$ cat config.mk
export PLATFORM = sky130hd
export DESIGN_NAME = ahb_mtx_output_stage_flat
export DESIGN_NICKNAME = d
export VERILOG_FILES = /design/src/rtl/ahb_mtx_output_stage_if.sv /design/src/rtl/ahb_mtx_output_stage.sv /design/src/flat_wrapper.sv
export SDC_FILE = /design/constraint.sdc
export NUM_CORES = 1
export LEC_CHECK = 0
export BUFFER_PORTS_ARGS = -buffer_cell sky130_fd_sc_hd__buf_4
export CAP_MARGIN = 0
export CELL_PAD_IN_SITES_DETAIL_PLACEMENT = 1
export CELL_PAD_IN_SITES_GLOBAL_PLACEMENT = 1
export CORE_AREA = 2 2 129 131
export DETAILED_ROUTE_END_ITERATION = 8
export DIE_AREA = 0 0 131 133
export HOLD_SLACK_MARGIN = 0.12
export PLACE_DENSITY_LB_ADDON = 0.08
export SYNTH_ARGS = -nofsm -noshare
export SYNTH_HDL_FRONTEND = slang
export SYNTH_SLANG_ARGS = --single-unit
export TNS_END_PERCENT = 1
$ cat constraint.sdc
create_clock -name HCLK -period 9.5 [get_ports HCLK]
set_input_delay 1.9 -clock HCLK [delete_from_list [all_inputs] [get_ports HCLK]]
set_output_delay 1.9 -clock HCLK [all_outputs]
set_load 0.1 [all_outputs]
$ cat src/rtl/ahb_mtx_output_stage_if.sv
// Bundle between the input-stage decoders, the output stage and its AHB-Lite slave.
// The output stage takes the master modport; the environment takes the slave modport.
interface ahb_mtx_output_stage_if #(
  parameter int NUM_IN = 3,
  parameter int AW     = 32,
  parameter int DW     = 32
);
  localparam int IW = (NUM_IN > 1) ? $clog2(NUM_IN) : 1;

  // Decoder side, one packed slot per input stage
  logic [NUM_IN-1:0]    sel_op;
  logic [NUM_IN*AW-1:0] addr_op;
  logic [NUM_IN*2-1:0]  trans_op;
  logic [NUM_IN-1:0]    write_op;
  logic [NUM_IN*3-1:0]  size_op;
  logic [NUM_IN*3-1:0]  burst_op;
  logic [NUM_IN*4-1:0]  prot_op;
  logic [NUM_IN-1:0]    mastlock_op;
  logic [NUM_IN*DW-1:0] wdata_op;
  logic [NUM_IN-1:0]    active_op;

  // Slave side
  logic          HSELM;
  logic [AW-1:0] HADDRM;
  logic [1:0]    HTRANSM;
  logic          HWRITEM;
  logic [2:0]    HSIZEM;
  logic [2:0]    HBURSTM;
  logic [3:0]    HPROTM;
  logic          HMASTLOCKM;
  logic [DW-1:0] HWDATAM;
  logic          HREADYOUTM;
  logic          HREADYM;

  // Internal register view for observation
  logic [NUM_IN-1:0] dbg_addr_port;
  logic [NUM_IN-1:0] dbg_data_port;
  logic [IW-1:0]     dbg_last_grant;
  logic              dbg_dvalid;

  // Handshake: a slave transfer is accepted on a HCLK edge where HREADYM=1;
  // while HREADYM=0 every address/control output holds its value.
  modport master (
    input  sel_op, addr_op, trans_op, write_op, size_op, burst_op, prot_op,
           mastlock_op, wdata_op, HREADYOUTM,
    output active_op, HSELM, HADDRM, HTRANSM, HWRITEM, HSIZEM, HBURSTM, HPROTM,
           HMASTLOCKM, HWDATAM, HREADYM,
           dbg_addr_port, dbg_data_port, dbg_last_grant, dbg_dvalid
  );

  modport slave (
    output sel_op, addr_op, trans_op, write_op, size_op, burst_op, prot_op,
           mastlock_op, wdata_op, HREADYOUTM,
    input  active_op, HSELM, HADDRM, HTRANSM, HWRITEM, HSIZEM, HBURSTM, HPROTM,
           HMASTLOCKM, HWDATAM, HREADYM,
           dbg_addr_port, dbg_data_port, dbg_last_grant, dbg_dvalid
  );
endinterface

$ cat src/rtl/ahb_mtx_output_stage.sv
// Slave-facing output stage of the L1 AHB matrix: round-robin arbitration among
// input stages, address/control muxing and data-phase write-data routing.
module ahb_mtx_output_stage #(
  parameter int NUM_IN = 3,
  parameter int AW     = 32,
  parameter int DW     = 32
) (
  input  logic                  HCLK,
  input  logic                  HRESETn,
  ahb_mtx_output_stage_if.master bus
);
  localparam int IW = (NUM_IN > 1) ? $clog2(NUM_IN) : 1;

  logic [NUM_IN-1:0] addr_port;
  logic [NUM_IN-1:0] data_port;
  logic [IW-1:0]     last_grant;
  logic              dvalid;

  logic [NUM_IN-1:0] req;
  logic [IW-1:0]     reg_i;
  logic [IW-1:0]     win_i;
  logic [IW-1:0]     own_i;
  logic [IW-1:0]     data_i;
  logic [NUM_IN-1:0] own_oh;
  logic              win_found;
  logic              hold;
  logic              hready_m;

  assign hready_m = dvalid ? bus.HREADYOUTM : 1'b1;

  always_comb begin
    for (int i = 0; i < NUM_IN; i++) begin
      req[i] = bus.sel_op[i] & bus.trans_op[i*2+1];
    end
  end

  // Owner of the registered address phase and of the data phase, as indices
  always_comb begin
    reg_i  = '0;
    data_i = '0;
    for (int i = 0; i < NUM_IN; i++) begin
      if (addr_port[i]) reg_i = IW'(i);
      if (data_port[i]) data_i = IW'(i);
    end
  end

  // BUSY/SEQ both have trans[0]=1, so the burst test is a single bit.
  assign hold = bus.sel_op[reg_i] &
                (bus.trans_op[int'(reg_i)*2] | bus.mastlock_op[reg_i]);

  always_comb begin
    int cand;
    win_found = 1'b0;
    win_i     = '0;
    for (int k = 1; k <= NUM_IN; k++) begin
      cand = (int'(last_grant) + k) % NUM_IN;
      if (!win_found && req[cand]) begin
        win_found = 1'b1;
        win_i     = IW'(cand);
      end
    end
  end

  // Parking and holding both keep the registered owner
  assign own_i  = (hready_m && !hold && win_found) ? win_i : reg_i;
  assign own_oh = NUM_IN'(1) << own_i;

  always_comb begin
    bus.HSELM      = bus.sel_op[own_i];
    bus.HADDRM     = bus.addr_op[int'(own_i)*AW +: AW];
    bus.HTRANSM    = bus.HSELM ? bus.trans_op[int'(own_i)*2 +: 2] : 2'b00;
    bus.HWRITEM    = bus.write_op[own_i];
    bus.HSIZEM     = bus.size_op[int'(own_i)*3 +: 3];
    bus.HBURSTM    = bus.burst_op[int'(own_i)*3 +: 3];
    bus.HPROTM     = bus.prot_op[int'(own_i)*4 +: 4];
    bus.HMASTLOCKM = bus.mastlock_op[own_i];
    bus.active_op  = bus.HSELM ? own_oh : '0;
    bus.HWDATAM    = dvalid ? bus.wdata_op[int'(data_i)*DW +: DW] : '0;
    bus.HREADYM    = hready_m;
  end

  always_ff @(posedge HCLK or negedge HRESETn) begin
    if (!HRESETn) begin
      addr_port  <= NUM_IN'(1);
      data_port  <= '0;
      last_grant <= IW'(NUM_IN - 1);
      dvalid     <= 1'b0;
    end else if (hready_m) begin
      addr_port <= own_oh;
      data_port <= own_oh;
      dvalid    <= req[own_i];
      if (req[own_i]) last_grant <= own_i;
    end
  end

  assign bus.dbg_addr_port  = addr_port;
  assign bus.dbg_data_port  = data_port;
  assign bus.dbg_last_grant = last_grant;
  assign bus.dbg_dvalid     = dvalid;

endmodule
$ cat src/flat_wrapper.sv
// flat-port wrapper written by rule: the top's interface ports become plain ports
module ahb_mtx_output_stage_flat 
#(
  parameter int NUM_IN = 3,
  parameter int AW     = 32,
  parameter int DW     = 32
)
  (HCLK, HRESETn, bus_sel_op, bus_addr_op, bus_trans_op, bus_write_op, bus_size_op, bus_burst_op, bus_prot_op, bus_mastlock_op, bus_wdata_op, bus_HREADYOUTM, bus_active_op, bus_HSELM, bus_HADDRM, bus_HTRANSM, bus_HWRITEM, bus_HSIZEM, bus_HBURSTM, bus_HPROTM, bus_HMASTLOCKM, bus_HWDATAM, bus_HREADYM, bus_dbg_addr_port, bus_dbg_data_port, bus_dbg_last_grant, bus_dbg_dvalid);
  ahb_mtx_output_stage_if #(.NUM_IN(NUM_IN), .AW(AW), .DW(DW)) bus_i ();
  input  logic HCLK;
  input  logic HRESETn;
  input wire logic [$bits(bus_i.sel_op)-1:0] bus_sel_op;
  input wire logic [$bits(bus_i.addr_op)-1:0] bus_addr_op;
  input wire logic [$bits(bus_i.trans_op)-1:0] bus_trans_op;
  input wire logic [$bits(bus_i.write_op)-1:0] bus_write_op;
  input wire logic [$bits(bus_i.size_op)-1:0] bus_size_op;
  input wire logic [$bits(bus_i.burst_op)-1:0] bus_burst_op;
  input wire logic [$bits(bus_i.prot_op)-1:0] bus_prot_op;
  input wire logic [$bits(bus_i.mastlock_op)-1:0] bus_mastlock_op;
  input wire logic [$bits(bus_i.wdata_op)-1:0] bus_wdata_op;
  input wire logic [$bits(bus_i.HREADYOUTM)-1:0] bus_HREADYOUTM;
  output wire logic [$bits(bus_i.active_op)-1:0] bus_active_op;
  output wire logic [$bits(bus_i.HSELM)-1:0] bus_HSELM;
  output wire logic [$bits(bus_i.HADDRM)-1:0] bus_HADDRM;
  output wire logic [$bits(bus_i.HTRANSM)-1:0] bus_HTRANSM;
  output wire logic [$bits(bus_i.HWRITEM)-1:0] bus_HWRITEM;
  output wire logic [$bits(bus_i.HSIZEM)-1:0] bus_HSIZEM;
  output wire logic [$bits(bus_i.HBURSTM)-1:0] bus_HBURSTM;
  output wire logic [$bits(bus_i.HPROTM)-1:0] bus_HPROTM;
  output wire logic [$bits(bus_i.HMASTLOCKM)-1:0] bus_HMASTLOCKM;
  output wire logic [$bits(bus_i.HWDATAM)-1:0] bus_HWDATAM;
  output wire logic [$bits(bus_i.HREADYM)-1:0] bus_HREADYM;
  output wire logic [$bits(bus_i.dbg_addr_port)-1:0] bus_dbg_addr_port;
  output wire logic [$bits(bus_i.dbg_data_port)-1:0] bus_dbg_data_port;
  output wire logic [$bits(bus_i.dbg_last_grant)-1:0] bus_dbg_last_grant;
  output wire logic [$bits(bus_i.dbg_dvalid)-1:0] bus_dbg_dvalid;
  assign bus_i.sel_op = bus_sel_op;
  assign bus_i.addr_op = bus_addr_op;
  assign bus_i.trans_op = bus_trans_op;
  assign bus_i.write_op = bus_write_op;
  assign bus_i.size_op = bus_size_op;
  assign bus_i.burst_op = bus_burst_op;
  assign bus_i.prot_op = bus_prot_op;
  assign bus_i.mastlock_op = bus_mastlock_op;
  assign bus_i.wdata_op = bus_wdata_op;
  assign bus_i.HREADYOUTM = bus_HREADYOUTM;
  assign bus_active_op = bus_i.active_op;
  assign bus_HSELM = bus_i.HSELM;
  assign bus_HADDRM = bus_i.HADDRM;
  assign bus_HTRANSM = bus_i.HTRANSM;
  assign bus_HWRITEM = bus_i.HWRITEM;
  assign bus_HSIZEM = bus_i.HSIZEM;
  assign bus_HBURSTM = bus_i.HBURSTM;
  assign bus_HPROTM = bus_i.HPROTM;
  assign bus_HMASTLOCKM = bus_i.HMASTLOCKM;
  assign bus_HWDATAM = bus_i.HWDATAM;
  assign bus_HREADYM = bus_i.HREADYM;
  assign bus_dbg_addr_port = bus_i.dbg_addr_port;
  assign bus_dbg_data_port = bus_i.dbg_data_port;
  assign bus_dbg_last_grant = bus_i.dbg_last_grant;
  assign bus_dbg_dvalid = bus_i.dbg_dvalid;
  ahb_mtx_output_stage #(.NUM_IN(NUM_IN), .AW(AW), .DW(DW)) u_core (.HCLK(HCLK), .HRESETn(HRESETn), .bus(bus_i));
endmodule
==> results of run 1 <==
-- worst max path at each step --
stage,depth (start not counted),to
5_1_grt,11,bus_HBURSTM[1]
2_1_floorplan,9,bus_active_op[0]
3_5_place_dp,10,bus_HBURSTM[1]
4_1_cts,10,bus_HBURSTM[1]
3_3_place_gp,10,bus_HBURSTM[1]
6_report,10,bus_HBURSTM[1]
-- placed cells by master, fill, tap and decap left out, types with 2 or more instances in the layout --
master	count
o211ai_1	2
nand2b_1	2
nor3_1	4
dfstp_2	2
nor3b_1	2
and2_1	35
buf_4	334
nor2_1	6
nand2_2	2
dfrtp_2	2
dfrtp_1	3
nand3_1	6
ha_1	3
clkbuf_16	3
or2_1	2
o211a_1	2
a21o_1	3
nand4b_1	5
o21ai_1	46
or3_1	2
o21ai_0	36
inv_1	3
nand2_1	83
a211o_1	3
a21oi_1	2
mux2i_1	76
-- registers in the layout, summed over array words and instances, names as in the netlist --
signal                     flops
u_core.bus.dbg_data_port       3
u_core.bus.dbg_last_grant      2
u_core.bus.dbg_addr_port       1
u_core.bus.dbg_dvalid          1
-- per-layer routing --
metal	wire length [um]	up-vias	GRT usage (%)
met1	5320	1858	17.0
met4	567	0	5.73
li1	-	1981	-
met5	0	-	0
met2	8740	193	34.1
met3	1280	28	3.72
-- per-stage QoR --
stage               instances  instance area, um2  utilization (%)  hold WS (ns)
detailed placement        907                5210             32.2         0.479
finish                    911                5290             32.7         0.482
global route              911                5290             32.7         0.515
global placement          907                5210             32.2         0.463
floorplan                 387                2620                -         0.742
CTS                       911                5290             32.7         0.486
-- final cells by class --
class	count	area, um2
fillers	2024	10900
repair buffers	334	2510
multi-input cells	343	2240
well taps	220	275
flip-flops and latches	7	180
clock buffers	4	78.8
inverters	3	11.3
-- logic make-up (layout without fill, tap and decap cells) --
group	count (synthesis)	after routing	synth area share (%)
DFF	7	7	6.79
adders and majority gates	3	3	1.43
and+or+nand+nor	155	155	29.5
buffers and inverters	37	341	7.60
muxes	77	77	29.5
AOI/OAI and AO/OA	108	108	25.2
-- worst register-to-register path, cell delays in order (launching register included) --
cell and delay, ns:
dfrtp_1 0.92, nor2b_1 0.69, inv_1 0.13, nand2_1 0.11, or3_4 0.16, a211o_1 0.16
nand2_2 0.56, nor3_1 0.64, a221oi_2 0.13
==> results.toml, run 1 <==
[synth]
synth_cells = 387
synth.most_common_cell = "nand2_1"
synth-edff-count = 0
synth_seq_cells = 7
yosysWarnings = 0
synth_top_cell_by_area = "mux2i_1"
synth_area_per_cell_um2 = 6.76
ys_seq_area_share_pct = 6.79
synthTopCellsByCount = "nand2_1, mux2i_1, o21ai_1"
ys.flop_type = "dfrtp_1"
async_flop_share_pct = 100
synth.distinct_cells = 50
synthTopCellsByArea = "mux2i_1, nand2_1, o21ai_1"
synth_top_area_share_pct = 29.1
synth.net_count = 630
syn_area_um2 = 2620

[detailed_routing]
wl_mm = 15.9
vias_per_cell = 4.46
postRouteAntennaNets = 0
drtIter0Drc = 128
wl_per_cell_um = 17.4
drc_errors = 0
vias = 4060
dr.pass1.iters = 4

[setup_path]
worst_r2r_startpoint = "u_core.bus.dbg_dvalid"
critPathTopFamily = "simple AND/OR/NAND/NOR gates"
reg2reg_depth = 8
critPathCaptureType = "primary output"
critPathSlowestCell = "nand2_2"
cp_common_cell = "buf_4"
cp.required_ns = 7.60
max_stage_delay_ns = 0.69
rr_endpoint = "u_core.bus.dbg_last_grant[0]"
crit_path_start = "bus_sel_op[0]"
cp-start-kind = "primary input"
path_max_fanout = 30
arrival_ns = 5.09
path_cells = "buf_4 -> nand2_1 -> o211ai_2 -> or3_1 -> a21o_1 -> nand2_2 -> buf_4 -> mux2i_1 -> o21ai_1 -> buf_4"
cp_num_buf_inv = 3
regToRegSetupSlack_ns = 5.85
critPathKind = "primary input to primary output"

[layout]
drive_above_1_share_pct = 50.8
final_nets = 935
area_delta_synth_final_pct = 102
num_antenna_cells = 0

[die]
rows = 47
initial_core_util_pct = 16.2
die_x_um = 131
ioPinCount = 332
core_area_um2 = 16200
fp.dieH_um = 133
die_area_um2 = 17400

[timing]
period_needed_ns = 6.99
rsz0062_at_grt = "false"
worst_pin_slew_ns = 1.09
min_period_over_period_pct = 73.5
hold_viol = 0
fmax_ghz = 0.143
setup_viol_count_final = 0
slew_violations = 0
fin_setup_tns_ns = 0
max_slew_margin_pct = 27.5
setup_ws_ns = 2.51
finalClockSkew_ns = 0.00104

[global_routing]
grt_pass1_wl_mm = 23.5
grt_usage_pct = 17.1
grt_antenna_before_repair = 0
grt_max_degree = 71
grt_pass1_vias = 4358
overflow = 0

[cts]
postCtsHoldBufs = 0
cts.sinks = 7
clk_pin_slew_ns = 0.04
cts_tree = "done"
cts_buffer_depth = 2
insertion_delay_ns = 0.23
cts_buffers = 3
cts_resized = 0
cts-root-buf = "clkbuf_16"
post-cts-setup-buffers = 0
htree_levels = 1

[worst_hold_path]
min_path_type = "flop to flop"
worstHoldEndpoint = "u_core.bus.dbg_data_port[0]"
hold_depth = 1
min_from = "u_core.bus.dbg_data_port[0]"

[placed_design]
portBuffers = 331
hpwl_mm = 13.6
dp_slack_ns = 2.46
place_congestion = 0.844

[run]
maxCapViolCount = 0

[status]
status = "complete, no violations"
Power of run 1 is left out: the tool's default activity adds up to more than one toggle a clock period on the data nets, which glitch-free logic cannot reach.
==> run 2, diff against run 1 <==
--- a/config.mk
+++ b/config.mk
@@ -9,9 +9,9 @@
 export CAP_MARGIN = 0
 export CELL_PAD_IN_SITES_DETAIL_PLACEMENT = 1
 export CELL_PAD_IN_SITES_GLOBAL_PLACEMENT = 1
-export CORE_AREA = 2 2 129 131
+export CORE_AREA = 2 2 128 130
 export DETAILED_ROUTE_END_ITERATION = 8
-export DIE_AREA = 0 0 131 133
+export DIE_AREA = 0 0 130 132
 export HOLD_SLACK_MARGIN = 0.12
 export PLACE_DENSITY_LB_ADDON = 0.08
 export SYNTH_ARGS = -nofsm -noshare
==> constraint.sdc (replaced) <==
create_clock -name HCLK -period 6.4 [get_ports HCLK]
set_input_delay 1.28 -clock HCLK [delete_from_list [all_inputs] [get_ports HCLK]]
set_output_delay 1.28 -clock HCLK [all_outputs]
set_load 0.1 [all_outputs]
==> results.toml, run 2 (synthesized netlist as in run 1, its figures left out) <==
[detailed_routing]
wl_per_cell_um = 16.9
dr.pass1.iters = 4
postRouteAntennaNets = 0
vias = 4052
drc_errors = 0
vias_per_cell = 4.45
wl_mm = 15.4
drtIter0Drc = 70

[timing]
worst_pin_slew_ns = 1.10
rsz0062_at_grt = "false"
fin_setup_tns_ns = 0
hold_viol = 0
slew_violations = 0
setup_viol_count_final = 0
finalClockSkew_ns = 0.00548
period_needed_ns = 5.11
fmax_ghz = 0.196
min_period_over_period_pct = 79.8
max_slew_margin_pct = 26.6

[cts]
cts.sinks = 7
clk_pin_slew_ns = 0.04
postCtsHoldBufs = 0
post-cts-setup-buffers = 0
cts_tree = "done"
cts_buffers = 3
insertion_delay_ns = 0.23
cts_buffer_depth = 2
cts_resized = 0
htree_levels = 1
cts-root-buf = "clkbuf_16"

[layout]
num_antenna_cells = 0
final_nets = 938
area_delta_synth_final_pct = 104
final_common_cell = "buf_4"
final_cell_mix = "buf_4, nand2_1, mux2i_1"
largest_reg_flops = 3
nFillCells = 2003
drive_above_1_share_pct = 51.3

[die]
die_x_um = 130
rows = 46
core_area_um2 = 15700
initial_core_util_pct = 16.7
fp.dieH_um = 132
ioPinCount = 332
die_area_um2 = 17200

[global_routing]
overflow = 0
grt_pass1_vias = 4339
grt_max_degree = 71
grt_usage_pct = 16.8
grt_pass1_wl_mm = 23.1
grt_antenna_before_repair = 0

[setup_path]
path_max_fanout = 70
cp-start-kind = "flop"
critPathCaptureType = "primary output"
max_stage_delay_ns = 1.08
critPathKind = "flop to primary output"
regToRegSetupSlack_ns = 2.96
cp.required_ns = 5.12
path_cells = "nand2b_1 -> nor3b_1 -> or3_4 -> a211o_1 -> nand2_2 -> buf_12 -> nand2_1 -> o21ai_1 -> buf_4"
worst_r2r_startpoint = "u_core.bus.dbg_data_port[2]"
rr_endpoint = "u_core.bus.dbg_last_grant[0]"
critPathSlowestCell = "dfrtp_2"
reg2reg_depth = 7
arrival_ns = 3.83

[placed_design]
hpwl_mm = 13.1
place_congestion = 0.880
portBuffers = 331

[worst_hold_path]
min_from = "u_core.bus.dbg_data_port[0]"
worstHoldEndpoint = "u_core.bus.dbg_data_port[0]"
min_path_type = "flop to flop"
hold_depth = 1

[run]
maxCapViolCount = 0

[status]
status = "complete, no violations"
[run 2: cell types whose count changed in the layout (fill, tap and decap cells not counted)]
cell	before	now
clkbuf_1	1	0
clkinv_2	0	1
buf_4	334	336
a211oi_2	0	1
buf_12	0	1
a211oi_1	1	0
[run 2: area by class of cell]
cell class,instances,area [um2],share of cell area (%)
flip-flops and latches,7,180,3.38
clock buffers,3,75.1,1.41
well taps,216,270,5.07
inverters,3,11.3,0.211
clock inverters,1,5.00,0.0939
repair buffers,337,2540,47.7
multi-input cells,343,2240,42.1
[run 2: worst max path at each step]
stage | startpoint | slack [ns] | to | cells after the start
finish | u_core.bus.dbg_data_port[2] | 1.29 | bus_HADDRM[15] | 9
global route | u_core.bus.dbg_data_port[2] | 0.97 | bus_HADDRM[22] | 9
CTS | u_core.bus.dbg_data_port[2] | 1.23 | bus_HADDRM[15] | 9
detailed placement | bus_HREADYOUTM | 1.28 | bus_HADDRM[15] | 12
global placement | bus_HREADYOUTM | 1.29 | bus_HADDRM[15] | 12
floorplan | bus_HREADYOUTM | 0.39 | bus_HADDRM[10] | 11
[run 2: per-layer routing]
layer	global-route usage [%]	routed length [um]
met1	16.9	5390
met2	33.1	8070
met3	5.52	1680
met4	3.29	231
met5	0	0
[run 2: critical path, delay by kind of cell, from the launching register on]
family	cells	cell delay [ns]
buffers and inverters	2	0.63
AOI/OAI and AO/OA	2	0.42
and+or+nand+nor	5	1.42
DFF	1	1.08
[run 2: per-stage QoR]
stage	util, %	cell area [um2]	hold slack (ns)	std cells	worst slack (ns)
after floorplan	-	2620	0.742	387	0.388
after global placement	33.4	5250	0.475	906	1.29
after detailed placement	33.4	5250	0.493	906	1.28
after CTS	33.9	5330	0.500	910	1.23
after global routing	33.9	5330	0.530	910	0.971
final	33.9	5330	0.505	910	1.29
Power of run 2 is left out for the same reason.
==> run 3, diff against run 2 <==
==> constraint.sdc (replaced) <==
create_clock -name HCLK -period 5.1 [get_ports HCLK]
set_input_delay 1.02 -clock HCLK [delete_from_list [all_inputs] [get_ports HCLK]]
set_output_delay 1.02 -clock HCLK [all_outputs]
set_load 0.1 [all_outputs]
==> results.toml, run 3 (synthesized netlist as in run 1, its figures left out) <==
[global_routing]
grt_usage_pct = 17.4
grt_use_met2_pct = 34.5
grt_max_degree = 71
grt_antenna_before_repair = 0
grt_pass1_wl_mm = 23.8
grt_pass1_vias = 4451
grt_util_met1_pct = 17.9
overflow = 0
grtUsageMet3_pct = 5.15
grt_busiest_layer = "met2"

[cts]
cts_tree = "done"
postCtsHoldBufs = 0
cts-root-buf = "clkbuf_16"
insertion_delay_ns = 0.22
cts_buffer_depth = 2
cts_resized = 0
htree_levels = 1
post-cts-setup-buffers = 0
clk_pin_slew_ns = 0.03
cts_buffers = 3
cts.sinks = 7

[detailed_routing]
vias_per_cell = 4.42
drtIter0Drc = 113
dr.pass1.iters = 4
wl_mm = 15.6
postRouteAntennaNets = 0
wl_per_cell_um = 17.1
drc_errors = 0
vias = 4027

[setup_path]
cp_common_cell = "buf_4"
critPathKind = "primary input to primary output"
max_stage_delay_ns = 0.41
critPathSlowestCell = "o311ai_2"
path_cells = "buf_4 -> nand2_1 -> o311ai_2 -> nor3b_1 -> a311o_1 -> nand2_2 -> buf_12 -> mux2i_1 -> o21ai_1 -> buf_4"
path_max_fanout = 49
cp-start-kind = "primary input"
critPathCaptureType = "primary output"
cp.required_ns = 4.08
arrival_ns = 3.34
reg2reg_depth = 9

[placed_design]
place_congestion = 0.778
placed_cell_area_um2 = 5270
portBuffers = 331
hpwl_mm = 13.3
dp_slack_ns = 0.760

[timing]
period_needed_ns = 4.36
worst_pin_slew_ns = 0.605
slew_violations = 0
setup_viol_count_final = 0
fmax_ghz = 0.229
rsz0062_at_grt = "false"
setup_ws_ns = 0.736
hold_slack_ns = 0.509
hold_viol = 0
finalClockSkew_ns = 0.000642
min_period_over_period_pct = 85.6
max_slew_margin_pct = 59.7

[layout]
final_cell_mix = "buf_4, nand2_1, mux2i_1"
nFillCells = 1976
utilization_pct = 34.1
largest_reg_flops = 3
design_area_um2 = 5350
num_antenna_cells = 0
final_nets = 939
area_delta_synth_final_pct = 105
final_common_cell = "buf_4"
drive_above_1_share_pct = 51.4

[die]
core_area_um2 = 15700
ioPinCount = 332
rows = 46
die_area_um2 = 17200
fp.dieH_um = 132
die_x_um = 130
initial_core_util_pct = 16.7

[run]
maxCapViolCount = 0

[status]
status = "complete, no violations"

[worst_hold_path]
min_path_type = "flop to flop"
hold_depth = 1
-- run 3: cell types whose count changed in the layout (fill, tap and decap cells not counted), sizes merged --
cell / before / now
buf: 337 / 338
clkbuf: 3 / 4
clkinv: 1 / 0
-- run 3: critical path, delay by kind of cell --
kind	cells	cell delay, ns
AO/OA/AOI/OAI	3	0.99
multiplexers	1	0.13
AND/OR/NAND/NOR	3	0.43
buffers and inverters	3	0.70
-- run 3: path summary, 6_finish.rpt --
kind,to,from,slack [ns]
setup / recovery,bus_HBURSTM[0],bus_sel_op[0],0.74
hold / removal,u_core.bus.dbg_addr_port[0],u_core.bus.dbg_addr_port[0],0.51
setup reg to reg,u_core.bus.dbg_dvalid,u_core.bus.dbg_last_grant[1],2.18
hold reg to reg,u_core.bus.dbg_addr_port[0],u_core.bus.dbg_addr_port[0],0.51
max in group asynchronous,u_core.bus.dbg_addr_port[0],HRESETn,4.30
min in group asynchronous,u_core.bus.dbg_last_grant[0],HRESETn,0.60
-- run 3: through the flow --
| step | TNS [ns] | cells |
|---|---|---|
| global route | 0 | 911 |
| finish | 0 | 911 |
| global placement | 0 | 907 |
| CTS | 0 | 911 |
| detailed placement | 0 | 907 |
| floorplan | -14.08 | 387 |
-- run 3: metal layers --
metal  wire length (um)  vias to the layer above
li1                   -                     1993
met1               5340                     1844
met2               8630                      170
met3               1310                       20
met4                324                        0
met5                  0                        -
-- run 3: final cells by class --
type	instances	area, um2	area share (%)
multi-input combinational	343	2250	42.0
inverter	3	11.3	0.210
sequential	7	180	3.37
timing repair buffer	338	2560	47.9
clock buffer	4	78.8	1.47
tap	216	270	5.05
Power of run 3 is left out for the same reason.
